[src/rtl/trap_monitor_pkg.sv]
// Shared types and constants for the trap monitor: state encoding, display modes,
// seven-segment glyphs (active-low, bit 7 = segment a ... bit 1 = g, bit 0 = dp).
package trap_monitor_pkg;

    typedef enum logic [1:0] {
        ST_RUN   = 2'd0,
        ST_HALT  = 2'd1,
        ST_ERROR = 2'd2
    } state_t;

    localparam logic [1:0] MODE_PC     = 2'd0;
    localparam logic [1:0] MODE_EPC    = 2'd1;
    localparam logic [1:0] MODE_CYCLES = 2'd2;
    localparam logic [1:0] MODE_CAUSE  = 2'd3;

    localparam logic [7:0] GLYPH_0 = 8'h03;
    localparam logic [7:0] GLYPH_1 = 8'h9F;
    localparam logic [7:0] GLYPH_2 = 8'h25;
    localparam logic [7:0] GLYPH_3 = 8'h0D;
    localparam logic [7:0] GLYPH_4 = 8'h99;
    localparam logic [7:0] GLYPH_5 = 8'h49;
    localparam logic [7:0] GLYPH_6 = 8'h41;
    localparam logic [7:0] GLYPH_7 = 8'h1F;
    localparam logic [7:0] GLYPH_8 = 8'h01;
    localparam logic [7:0] GLYPH_9 = 8'h09;
    localparam logic [7:0] GLYPH_A = 8'h11;
    localparam logic [7:0] GLYPH_B = 8'hC1;
    localparam logic [7:0] GLYPH_C = 8'h63;
    localparam logic [7:0] GLYPH_D = 8'h85;
    localparam logic [7:0] GLYPH_E = 8'h61;
    localparam logic [7:0] GLYPH_F = 8'h71;

    localparam logic [7:0] GLYPH_BLANK = 8'hFF;
    localparam logic [7:0] GLYPH_ERR   = 8'h6D;

    // Index of the lowest set bit; 0 when the vector is empty.
    function automatic logic [3:0] lowest_set(input logic [15:0] vec);
        logic [3:0] idx;
        idx = 4'd0;
        for (int i = 15; i >= 0; i--) begin
            if (vec[i]) idx = i[3:0];
        end
        return idx;
    endfunction

endpackage

[src/rtl/trap_monitor_hex_seg_enc.sv]
// Combinational hex nibble to active-low seven-segment glyph encoder.
module hex_seg_enc
    import trap_monitor_pkg::*;
(
    input  logic [3:0] nibble,
    output logic [7:0] seg
);

    always_comb begin
        seg = GLYPH_BLANK;
        case (nibble)
            4'h0: seg = GLYPH_0;
            4'h1: seg = GLYPH_1;
            4'h2: seg = GLYPH_2;
            4'h3: seg = GLYPH_3;
            4'h4: seg = GLYPH_4;
            4'h5: seg = GLYPH_5;
            4'h6: seg = GLYPH_6;
            4'h7: seg = GLYPH_7;
            4'h8: seg = GLYPH_8;
            4'h9: seg = GLYPH_9;
            4'hA: seg = GLYPH_A;
            4'hB: seg = GLYPH_B;
            4'hC: seg = GLYPH_C;
            4'hD: seg = GLYPH_D;
            4'hE: seg = GLYPH_E;
            4'hF: seg = GLYPH_F;
            default: seg = GLYPH_BLANK;
        endcase
    end

endmodule

[src/rtl/trap_monitor.sv]
// Trap monitor: RUN/HALT/ERROR controller with cause/PC capture, cycle counter and hex display.
// Define TRAP_MONITOR_SCAN_EN for a time-multiplexed display; otherwise all digits drive in parallel.
module trap_monitor
    import trap_monitor_pkg::*;
#(
    parameter int unsigned           NUM_SRC    = 6,
    parameter logic [NUM_SRC-1:0]    FATAL_MASK = 6'b001111,
    parameter int unsigned           NUM_DIGITS = 8,
    parameter int unsigned           SCAN_DIV   = 1024
) (
    input  logic                      clk_i,
    input  logic                      rst_ni,
    input  logic [63:0]               pc_i,
    input  logic [NUM_SRC-1:0]        irq_i,
    input  logic                      resume_i,
    input  logic [1:0]                mode_i,
    output logic                      run_o,
    output logic [1:0]                state_o,
    output logic [3:0]                cause_o,
    output logic [63:0]               epc_o,
    output logic [8*NUM_DIGITS-1:0]   segs_o,
    output logic [NUM_DIGITS-1:0]     an_o
);

    // state   | meaning
    // RUN     | core executing, cycle counter advancing
    // HALT    | stopped by a halt source, resume_i returns to RUN
    // ERROR   | stopped by a fatal source, left only through reset

    localparam int unsigned DISP_W = 4 * NUM_DIGITS;

    state_t              state_q, state_d;
    logic [3:0]          cause_q, cause_d;
    logic [63:0]         epc_q;
    logic [63:0]         cycles_q;
    logic                capture;

    logic [NUM_SRC-1:0]  fatal_irq, halt_irq;
    logic                fatal_hit, halt_hit;

    assign fatal_irq = irq_i & FATAL_MASK;
    assign halt_irq  = irq_i & ~FATAL_MASK;
    assign fatal_hit = |fatal_irq;
    assign halt_hit  = |halt_irq;

    // A pending halt source outranks resume_i, so HALT is held while one is asserted.
    always_comb begin
        state_d = state_q;
        if (fatal_hit)
            state_d = ST_ERROR;
        else if (state_q == ST_RUN && halt_hit)
            state_d = ST_HALT;
        else if (state_q == ST_HALT && resume_i && !halt_hit)
            state_d = ST_RUN;

        capture = (state_q != ST_ERROR) && (state_d != state_q) && (state_d != ST_RUN);
        cause_d = fatal_hit ? lowest_set(16'(fatal_irq)) : lowest_set(16'(halt_irq));
    end

    assign run_o = (state_d == ST_RUN);

    always_ff @(posedge clk_i or negedge rst_ni) begin
        if (!rst_ni) begin
            state_q  <= ST_RUN;
            cause_q  <= 4'd0;
            epc_q    <= 64'd0;
            cycles_q <= 64'd0;
        end else begin
            state_q <= state_d;
            if (capture) begin
                cause_q <= cause_d;
                epc_q   <= pc_i;
            end
            if (state_q == ST_RUN)
                cycles_q <= cycles_q + 64'd1;
        end
    end

    assign state_o = state_q;
    assign cause_o = cause_q;
    assign epc_o   = epc_q;

    logic [63:0]         src_val;
    logic [DISP_W-1:0]   nib_vec;
    logic                unused_src;

    always_comb begin
        src_val = pc_i;
        case (mode_i)
            MODE_PC:     src_val = pc_i;
            MODE_EPC:    src_val = epc_q;
            MODE_CYCLES: src_val = cycles_q;
            MODE_CAUSE:  src_val = {60'd0, cause_q};
            default:     src_val = pc_i;
        endcase
        nib_vec = src_val[DISP_W-1:0];
        // In ERROR digit 0 always carries the cause, whatever mode is selected.
        if (state_q == ST_ERROR)
            nib_vec[3:0] = cause_q;
    end

    assign unused_src = ^src_val;

    logic [8*NUM_DIGITS-1:0] segs_d;
    logic [NUM_DIGITS-1:0]   an_d;

`ifdef TRAP_MONITOR_SCAN_EN
    localparam int unsigned IDX_W = (NUM_DIGITS > 1) ? $clog2(NUM_DIGITS) : 1;
    localparam int unsigned DIV_W = $clog2(SCAN_DIV);

    logic [IDX_W-1:0] idx_q;
    logic [DIV_W-1:0] div_q;
    logic [3:0]       scan_nib;
    logic [7:0]       scan_glyph;
    logic [7:0]       scan_byte;

    always_ff @(posedge clk_i or negedge rst_ni) begin
        if (!rst_ni) begin
            div_q <= DIV_W'(SCAN_DIV - 1);
            idx_q <= '0;
        end else if (div_q == '0) begin
            div_q <= DIV_W'(SCAN_DIV - 1);
            idx_q <= (idx_q == IDX_W'(NUM_DIGITS - 1)) ? '0 : idx_q + 1'b1;
        end else begin
            div_q <= div_q - 1'b1;
        end
    end

    assign scan_nib = nib_vec[4*int'(idx_q) +: 4];

    hex_seg_enc u_enc (
        .nibble (scan_nib),
        .seg    (scan_glyph)
    );

    always_comb begin
        scan_byte = scan_glyph;
        if (state_q == ST_ERROR) begin
            if (idx_q == IDX_W'(NUM_DIGITS - 1))
                scan_byte = GLYPH_ERR;
            else if (idx_q != '0)
                scan_byte = GLYPH_BLANK;
        end
        segs_d        = '1;
        segs_d[7:0]   = scan_byte;
        an_d          = '1;
        an_d[idx_q]   = 1'b0;
    end
`else
    logic [8*NUM_DIGITS-1:0] glyph_vec;

    for (genvar k = 0; k < NUM_DIGITS; k++) begin : g_digit
        hex_seg_enc u_enc (
            .nibble (nib_vec[4*k +: 4]),
            .seg    (glyph_vec[8*k +: 8])
        );
    end

    always_comb begin
        segs_d = glyph_vec;
        if (state_q == ST_ERROR) begin
            segs_d      = '1;
            segs_d[7:0] = glyph_vec[7:0];
            segs_d[8*(NUM_DIGITS-1) +: 8] = GLYPH_ERR;
        end
        an_d = '0;
    end
`endif

    always_ff @(posedge clk_i or negedge rst_ni) begin
        if (!rst_ni) begin
            segs_o <= '1;
            an_o   <= '1;
        end else begin
            segs_o <= segs_d;
            an_o   <= an_d;
        end
    end

endmodule

[config.mk]
export PLATFORM = sky130hd
export DESIGN_NAME = trap_monitor
export DESIGN_NICKNAME = d
export VERILOG_FILES = /design/src/rtl/trap_monitor_pkg.sv /design/src/rtl/trap_monitor_hex_seg_enc.sv /design/src/rtl/trap_monitor.sv
export SDC_FILE = /design/constraint.sdc
export NUM_CORES = 1
export LEC_CHECK = 0
export CAP_MARGIN = 20
export CORE_ASPECT_RATIO = 1.4
export CORE_MARGIN = 2
export CORE_UTILIZATION = 52
export CTS_BUF_LIST = sky130_fd_sc_hd__clkbuf_8
export CTS_CLUSTER_DIAMETER = 200
export DETAILED_ROUTE_END_ITERATION = 6
export PLACE_DENSITY_LB_ADDON = 0.15
export SLEW_MARGIN = 20
export SYNTH_ARGS = -nofsm -noshare
export SYNTH_HDL_FRONTEND = slang
export SYNTH_HIERARCHICAL = 1
export SYNTH_SLANG_ARGS = --single-unit
export TNS_END_PERCENT = 10
[constraint.sdc]
create_clock -name clk_i -period 3.5 [get_ports clk_i]
set_clock_uncertainty 0.15 [all_clocks]
set_input_delay 0.35 -clock clk_i [delete_from_list [all_inputs] [get_ports clk_i]]
set_output_delay 0.35 -clock clk_i [all_outputs]
set_load 0.05 [all_outputs]
==> results.rst, run 1 <==
.. list-table::
   :header-rows: 1

   * - Metric
     - Value
   * - Routed len/inst
     - about 15 um
   * - Count of vias placed by the detailed router
     - roughly 6.6k
   * - Setup repair after global routing missed its margin
     - false
   * - GPL Wtd Cong
     - roughly 0.9
   * - Post-layout nets
     - 1166
   * - Ys Warns
     - 6
   * - Worst endpoint required time
     - 3.73 ns
   * - Largest cells by area after synthesis
     - dfrtp_1, dfstp_2, mux2i_1
   * - Layout cell share with drive strength beyond 1
     - 0.181
   * - Area after detailed placement
     - 11600 um2
   * - Critical Path End Type
     - flop
   * - Maximum buffer depth of the clock tree
     - 2
   * - Portion of the post-synthesis area used by sequential elements
     - 0.453
   * - Ordered list of cells on the worst path
     - nand2b_2 > nand2b_1 > o22ai_1 > a21oi_1 > inv_1 > ha_1 > inv_1 > mux4_2
   * - Flops & latches, synth
     - 166
   * - Count of port buffers added during placement
     - 216
   * - Overflow left after global routing
     - 0
   * - Site Rows
     - 58
   * - Number of instances in the synthesized netlist
     - between 800 and 900
   * - Residual antenna-violating net count after detailed routing
     - 0
   * - Average cell area after synthesis
     - about 11 um2
   * - Synth Flop Type
     - dfrtp_1
   * - Core box area
     - between 15000 and 20000 um2
   * - Worst max-slew margin expressed relative to the limit
     - 0.287
   * - Worst-path fanout max
     - 20
   * - Register clock-pin slew on the reported worst setup and hold paths
     - approximately 0.09 ns
   * - Final standard cell utilization of the core
     - 0.674
   * - Width of the die
     - around 120 um
   * - Max-slew violation total from the final report
     - 0
   * - Number of cells on the worst reg-to-reg path
     - 8
   * - Max VDD drop
     - 0.000244 V
   * - Async set-or-reset flop fraction in the synthesized netlist
     - 1.00
   * - Leakage dissipation
     - 5.12 nW
   * - Maximum number of pins on one net before global-route repair
     - 69
   * - Leading post-synthesis cells by instance count
     - dfrtp_1, mux2i_1, nand2b_1
   * - Total Routing Usage GR
     - 0.214
   * - Chip Height
     - 163 um
   * - Most common cell in the netlist
     - dfrtp_1
   * - Initial Utilization
     - 0.525
   * - Clk sink count
     - 166
   * - Clock period minus worst slack
     - 2.85 ns
   * - Critical path startpoint category
     - flop
   * - First-pass GRT wire length
     - 32300 um
   * - H-tree depth reported by CTS
     - 4
   * - Most common cell type on the critical path
     - inv_1
   * - Setup-violating endpoint count in the final report
     - 0
   * - Fill cell total of the finished layout
     - roughly 1.4k
   * - Critical Path Slowest Stage Cell
     - dfrtp_1
   * - Number of iterations in the first detailed-routing pass
     - 6
   * - Count of unique library cells instantiated by Yosys
     - 48
   * - Area of the die
     - 19100 um2
   * - Area grow syn2layout
     - 28.3%
   * - First DRT Iteration DRCs
     - 276
   * - Number of max-cap violations
     - 0
   * - Area of all placed cells without fillers
     - 12000 um2
   * - Area taken by flip-flops and latches
     - 4240 um2
   * - Result of the run
     - complete, no violations
   * - Final HPWL DP
     - 14600 um
   * - Worst slack on hold paths
     - 0.287 ns
   * - Multi-input combinational cell area
     - roughly 4600 um2
   * - Total DRC errors in the routed layout
     - 0
   * - Worst path max stage delay
     - between 0.4 and 0.5 ns
   * - Area of the mapped netlist
     - between 9000 and 10000 um2
   * - HP Class
     - in2async
   * - Number of setup buffers added after CTS
     - 0
   * - Kind of critical path
     - reg2reg
   * - Measured slew at the worst slew-check pin
     - 1.07 ns
   * - P per Cell Area
     - ~320 nW/um2
   * - Clock buffers created by TritonCTS
     - 17
   * - Source-to-sink clock delay at the later pin of the worst-skew pair
     - 0.45 ns
   * - Arrival time of the worst setup path
     - 3.08 ns
   * - Post-Route Setup TNS
     - 0 ns
   * - Overall routed net length
     - 19700 um
   * - Area share of the leading cell type in the synthesized netlist
     - 0.271
   * - Clock tree from TritonCTS
     - done
   * - N_diodes
     - 0
   * - Number of buffer and inverter stages on the critical path
     - 2
   * - Io pins
     - ~220
   * - Count of final hold-check violations
     - 0
   * - Number of synthesized flops with an enable pin
     - 0
   * - Avg Vias per Cell
     - about 5.1
   * - Gate family responsible for the most delay along the worst path
     - simple AND/OR/NAND/NOR gates
   * - Achievable Freq
     - 0.351 GHz
   * - Final clock period utilization by the worst path
     - 0.815
   * - Via count of the first global-routing pass
     - between 6k and 7k
   * - Number of antenna violations at the first check in global routing
     - 0
   * - Dominant cell type by area after synthesis
     - dfrtp_1
   * - Root Buffer
     - clkbuf_8
   * - Logic depth of the worst path, buffers included
     - 8
[sequential cells by signal (all words and copies together), names as in the netlist]
signal    flops
cause_o       3
epc_o        64
cycles_q     32
state_o       2
segs_o       64
an_o          1
[cells in the final DEF (no fill, tap or decap), types with 8 or more instances in the layout]
master	netlist	final
mux2_4	10	10
mux2_1	25	25
a32o_1	8	8
o21ai_1	16	24
nor3_1	10	10
a21oi_1	22	22
mux4_2	8	8
ha_1	57	57
inv_1	32	32
o21ai_0	30	22
buf_4	17	21
xnor2_1	9	9
nand2_1	48	48
clkbuf_8	0	18
mux2i_1	77	77
nor2_1	52	52
nand3_1	9	9
o211ai_1	8	8
conb_1	9	10
nand2b_1	76	75
xor2_1	22	22
mux2_2	34	34
dfstp_2	65	65
dfrtp_1	101	101
clkdlybuf4s50_1	0	213
[final timing paths]
check	startpoint	to	slack [ns]
setup / recovery	state_o[0]$_DFF_PN0_	segs_o[4]$_DFF_PN1_	0.65
max in group asynchronous	rst_ni	segs_o[35]$_DFF_PN1_	2.08
hold reg to reg	cycles_q[31]$_DFFE_PN0N_	cycles_q[31]$_DFFE_PN0N_	0.33
hold / removal	rst_ni	epc_o[23]$_DFFE_PN0P_	0.29
min in group clk_i	cycles_q[31]$_DFFE_PN0N_	cycles_q[31]$_DFFE_PN0N_	0.33
setup reg to reg	state_o[0]$_DFF_PN0_	segs_o[4]$_DFF_PN1_	0.65
[where the power goes]
group | internal [W] | leakage (nW) | total, W | switching [W]
combinational | 0.000287 | 2.88 | 0.000656 | 0.000369
clock | 0.000511 | 0.169 | 0.00124 | 0.000725
sequential | 0.00196 | 2.07 | 0.00198 | 0.0000216
total | 0.00276 | 5.12 | 0.00387 | 0.00112
[per-layer routing]
layer,GRT usage,vias to the layer above,part of all wire
met5,0,-,0
met4,0.0604,0,0.012
met3,0.0465,20,0.045
met2,0.372,153,0.52
met1,0.266,3192,0.42
li1,-,3209,-
[cell families after synthesis]
kind of cell,share of synthesized area
xor gates and xnor gates,0.0291
other,0.00362
buffers and inverters,0.0536
AOI/OAI and AO/OA,0.0593
muxes,0.189
DFF,0.453
adders and majority gates,0.0764
and+or+nand+nor,0.136
[area by class of cell]
cell class | count | share of cell area
repair buffers | 240 | 0.197
clock buffers | 18 | 0.0207
well taps | 240 | 0.0251
inverters | 32 | 0.0100
multi-input cells | 577 | 0.385
flip-flops and latches | 166 | 0.353
clock inverters | 14 | 0.00846
[per-stage QoR]
stage | worst slack, ns | std cells | total power, W
finish | 0.647 | 1287 | 0.00387
global placement | 0.518 | 1253 | 0.00266
detailed placement | 0.394 | 1254 | 0.00267
CTS | 0.619 | 1287 | 0.00392
global route | 0.473 | 1287 | 0.00405
floorplan | 0.484 | 835 | 0.00241
[timing repair]
| action | in CTS | in global routing |
|---|---|---|
| hold buffers | 1 | 0 |
| hold endpoints to repair | 21 | 0 |
| gates resized for setup | 0 | 0 |
Power figures use the tool's default switching activity.
==> run 2: changes to the inputs <==
--- a/config.mk
+++ b/config.mk
@@ -8,7 +8,7 @@
 export CAP_MARGIN = 20
 export CORE_ASPECT_RATIO = 1.4
 export CORE_MARGIN = 2
-export CORE_UTILIZATION = 52
+export CORE_UTILIZATION = 47
 export CTS_BUF_LIST = sky130_fd_sc_hd__clkbuf_8
 export CTS_CLUSTER_DIAMETER = 200
 export DETAILED_ROUTE_END_ITERATION = 6
==> constraint.sdc (replaced) <==
create_clock -name clk_i -period 2.32 [get_ports clk_i]
set_clock_uncertainty 0.15 [all_clocks]
set_input_delay 0.232 -clock clk_i [delete_from_list [all_inputs] [get_ports clk_i]]
set_output_delay 0.232 -clock clk_i [all_outputs]
set_load 0.05 [all_outputs]
==> run 2 against run 1 <==
- cell area is 4.2% higher
- register-to-register slack lost 0.55 ns
- non-clock buffer count rose by 33
- highest routed layer unchanged
- global-route usage shrank 1.4 points
==> results.rst, run 2 (synthesis gave the netlist of run 1 again) <==
.. list-table::
   :header-rows: 1

   * - Metric
     - Value
   * - First DRT Iteration DRCs
     - 273 (-1.1%)
   * - Commonest cells after routing, fill and taps aside
     - clkdlybuf4s50_1, dfrtp_1, mux2i_1
   * - Number of max-cap violations
     - 0 (unchanged)
   * - First-pass GRT wire length
     - 33100 um (+2.6%)
   * - Worst-path fanout max
     - 4 (-80%)
   * - Worst max-slew margin expressed relative to the limit
     - 0.534 (+0.248)
   * - Avg Vias per Cell
     - 5.03 (-1.5%)
   * - Layout cell share with drive strength beyond 1
     - 0.225 (+0.0445)
   * - Width of the die
     - 123 um (+5.0%)
   * - Initial Utilization
     - 0.474 (-0.0510)
   * - Final clock period utilization by the worst path
     - 0.970
   * - Register clock-pin slew on the reported worst setup and hold paths
     - 0.09 ns (about the same)
   * - Clock period minus worst slack
     - 2.25 ns
   * - Core box area
     - 19700 um2 (+11%)
   * - Total DRC errors in the routed layout
     - 0 (unchanged)
   * - Final std cells w/o fill
     - 1332 (+3.5%)
   * - Detail Route met2 WL
     - 10300 um (+0.44%)
   * - Overall routed net length
     - 20200 um (+2.9%)
   * - Source-to-sink clock delay at the later pin of the worst-skew pair
     - 0.46 ns (about the same)
   * - N_diodes
     - 0 (unchanged)
   * - Setup-violating endpoint count in the final report
     - 0 (unchanged)
   * - HP Class
     - in2async
   * - P per Cell Area
     - 491 nW/um2 (+52%)
   * - Residual antenna-violating net count after detailed routing
     - 0 (unchanged)
   * - Root Buffer
     - clkbuf_8
   * - Count of port buffers added during placement
     - 216 (unchanged)
   * - Total Routing Usage GR
     - 0.201 (-0.0137)
   * - GPL Wtd Cong
     - 0.835 (-4.7%)
   * - Critical path startpoint category
     - input pin
   * - Max-slew violation total from the final report
     - 0 (unchanged)
   * - Maximum number of pins on one net before global-route repair
     - 63 (-8.7%)
   * - Clock buffers created by TritonCTS
     - 17 (unchanged)
   * - Top Metal Used
     - met4
   * - Achievable Freq
     - 0.445 GHz
   * - Count of vias placed by the detailed router
     - 6704 (+2.0%)
   * - Count of final hold-check violations
     - 0 (unchanged)
   * - Maximum buffer depth of the clock tree
     - 2 (unchanged)
   * - Post-layout nets
     - 1199 (+2.8%)
   * - Leakage dissipation
     - 5.44 nW (+6.2%)
   * - Io pins
     - 218 (unchanged)
   * - Via count of the first global-routing pass
     - 6799 (+3.0%)
   * - Most common library cell in the layout ignoring fill and taps
     - clkdlybuf4s50_1
   * - Number of placed instances, taps included
     - 1299 (+3.6%)
   * - Area of the die
     - 21000 um2 (+10%)
   * - Number of setup buffers added after CTS
     - 0 (unchanged)
   * - Number of iterations in the first detailed-routing pass
     - 4 (-2)
   * - Worst slack, placed
     - 0.0240 ns (-0.370 ns)
   * - WL met3
     - 1210 um (+37%)
   * - Critical Path End Type
     - output pin
   * - Routed len/inst
     - 15.2 um (-0.60%)
   * - H-tree depth reported by CTS
     - 4 (unchanged)
   * - Worst endpoint required time
     - 1.94 ns (-1.79 ns)
   * - Worst path setup slack after routing
     - 0.0706 ns (-0.576 ns)
   * - Area of all placed cells without fillers
     - 12500 um2 (+4.2%)
   * - Register-to-register setup slack
     - 0.10 ns (-0.55 ns)
   * - Final standard cell utilization of the core
     - 0.634 (-0.0399)
   * - Fill cell total of the finished layout
     - 1636 (+17%)
   * - Final HPWL DP
     - 15100 um (+3.7%)
   * - Chip Height
     - 171 um (+5.1%)
   * - Measured slew at the worst slew-check pin
     - 0.698 ns (-0.372 ns)
   * - Number of antenna violations at the first check in global routing
     - 0 (unchanged)
   * - Max VDD drop
     - 0.000314 V (+29%)
   * - Area grow syn2layout
     - 33.7%
   * - Post-Route Setup TNS
     - 0 ns (unchanged)
   * - Detailed-routing wirelength on met1
     - 8370 um (+1.6%)
   * - Overflow left after global routing
     - 0 (unchanged)
   * - Clock tree from TritonCTS
     - done
   * - Result of the run
     - complete, no violations
   * - Area after detailed placement
     - 12100 um2 (+3.7%)
   * - Kind of critical path
     - in2out
   * - Site Rows
     - 61 (+5.2%)
   * - Arrival time of the worst setup path
     - 1.87 ns (-1.21 ns)
   * - Clk sink count
     - 166 (unchanged)
[run 2: cell count changes in the layout (fill, tap and decap cells not counted), moves of 3 or more]
cell,previous run,this run
buf_4,21,48
o21ai_0,22,14
buf_12,2,9
clkdlybuf4s50_1,213,206
o21ai_2,0,7
dlymetal6s2s_1,0,6
dfrtp_1,101,97
dfrtp_2,0,4
inv_2,0,3
[run 2: power breakdown]
part | switching [W] | internal [W]
clock | 0.00107 | 0.00104
sequential | 0.0000317 | 0.00295
combinational | 0.000569 | 0.000468
[run 2: timing repair]
action,4_1_cts,5_1_grt
hold buffers,1,0
setup endpoints to repair,0,10
endpoints found under the hold margin,117,0
resized for setup,0,7
[run 2: metal layers]
| metal | GRT usage | up-vias |
|---|---|---|
| li1 | - | 3290 |
| met1 | 0.235 | 3214 |
| met2 | 0.350 | 179 |
| met3 | 0.0553 | 21 |
| met4 | 0.0662 | 0 |
| met5 | 0 | - |
[run 2: cell type report]
| class | count | area, um2 | share of cell area |
|---|---|---|---|
| Clock buffer | 20 | 275 | 0.0220 |
| Clock inverter | 12 | 128 | 0.0102 |
| Inverter | 32 | 120 | 0.00962 |
| Multi-Input combinational cell | 577 | 4700 | 0.376 |
| Sequential cell | 166 | 4240 | 0.340 |
| Tap cell | 252 | 315 | 0.0252 |
| Timing Repair Buffer | 273 | 2710 | 0.217 |
[run 2: final timing paths]
| kind | depth (start not counted) | startpoint | to |
|---|---|---|---|
| max in group asynchronous | 3 | rst_ni | segs_o[22]$_DFF_PN1_ |
| hold reg to reg | 1 | cycles_q[31]$_DFFE_PN0N_ | cycles_q[31]$_DFFE_PN0N_ |
| hold / removal | 2 | rst_ni | epc_o[41]$_DFFE_PN0P_ |
| setup / recovery | 5 | irq_i[1] | run_o |
| setup reg to reg | 8 | state_o[1]$_DFF_PN0_ | segs_o[4]$_DFF_PN1_ |
| min in group clk_i | 2 | pc_i[52] | epc_o[52]$_DFFE_PN0P_ |
[run 2: worst max-delay path, stage by stage]
cell and delay [ns]:
clkdlybuf4s50_1 0.42, or4_4 0.58, or2_2 0.32, nor2_2 0.16, buf_12 0.15
[run 2: through the flow]
step / hold slack (ns) / total power, W
floorplan: -0.214 / 0.00366
CTS: 0.0897 / 0.00622
global route: 0.134 / 0.00642
finish: 0.115 / 0.00613
detailed placement: 0.0405 / 0.00408
global placement: 0.0420 / 0.00407
==> run 3: changes to the inputs <==
--- a/config.mk
+++ b/config.mk
@@ -12,6 +12,7 @@
 export CTS_BUF_LIST = sky130_fd_sc_hd__clkbuf_8
 export CTS_CLUSTER_DIAMETER = 200
 export DETAILED_ROUTE_END_ITERATION = 6
+export HOLD_SLACK_MARGIN = 0.08
 export PLACE_DENSITY_LB_ADDON = 0.15
 export SLEW_MARGIN = 20
 export SYNTH_ARGS = -nofsm -noshare
==> results of run 3 <==
Final layout, timing and power as in run 2 (identical DEF).
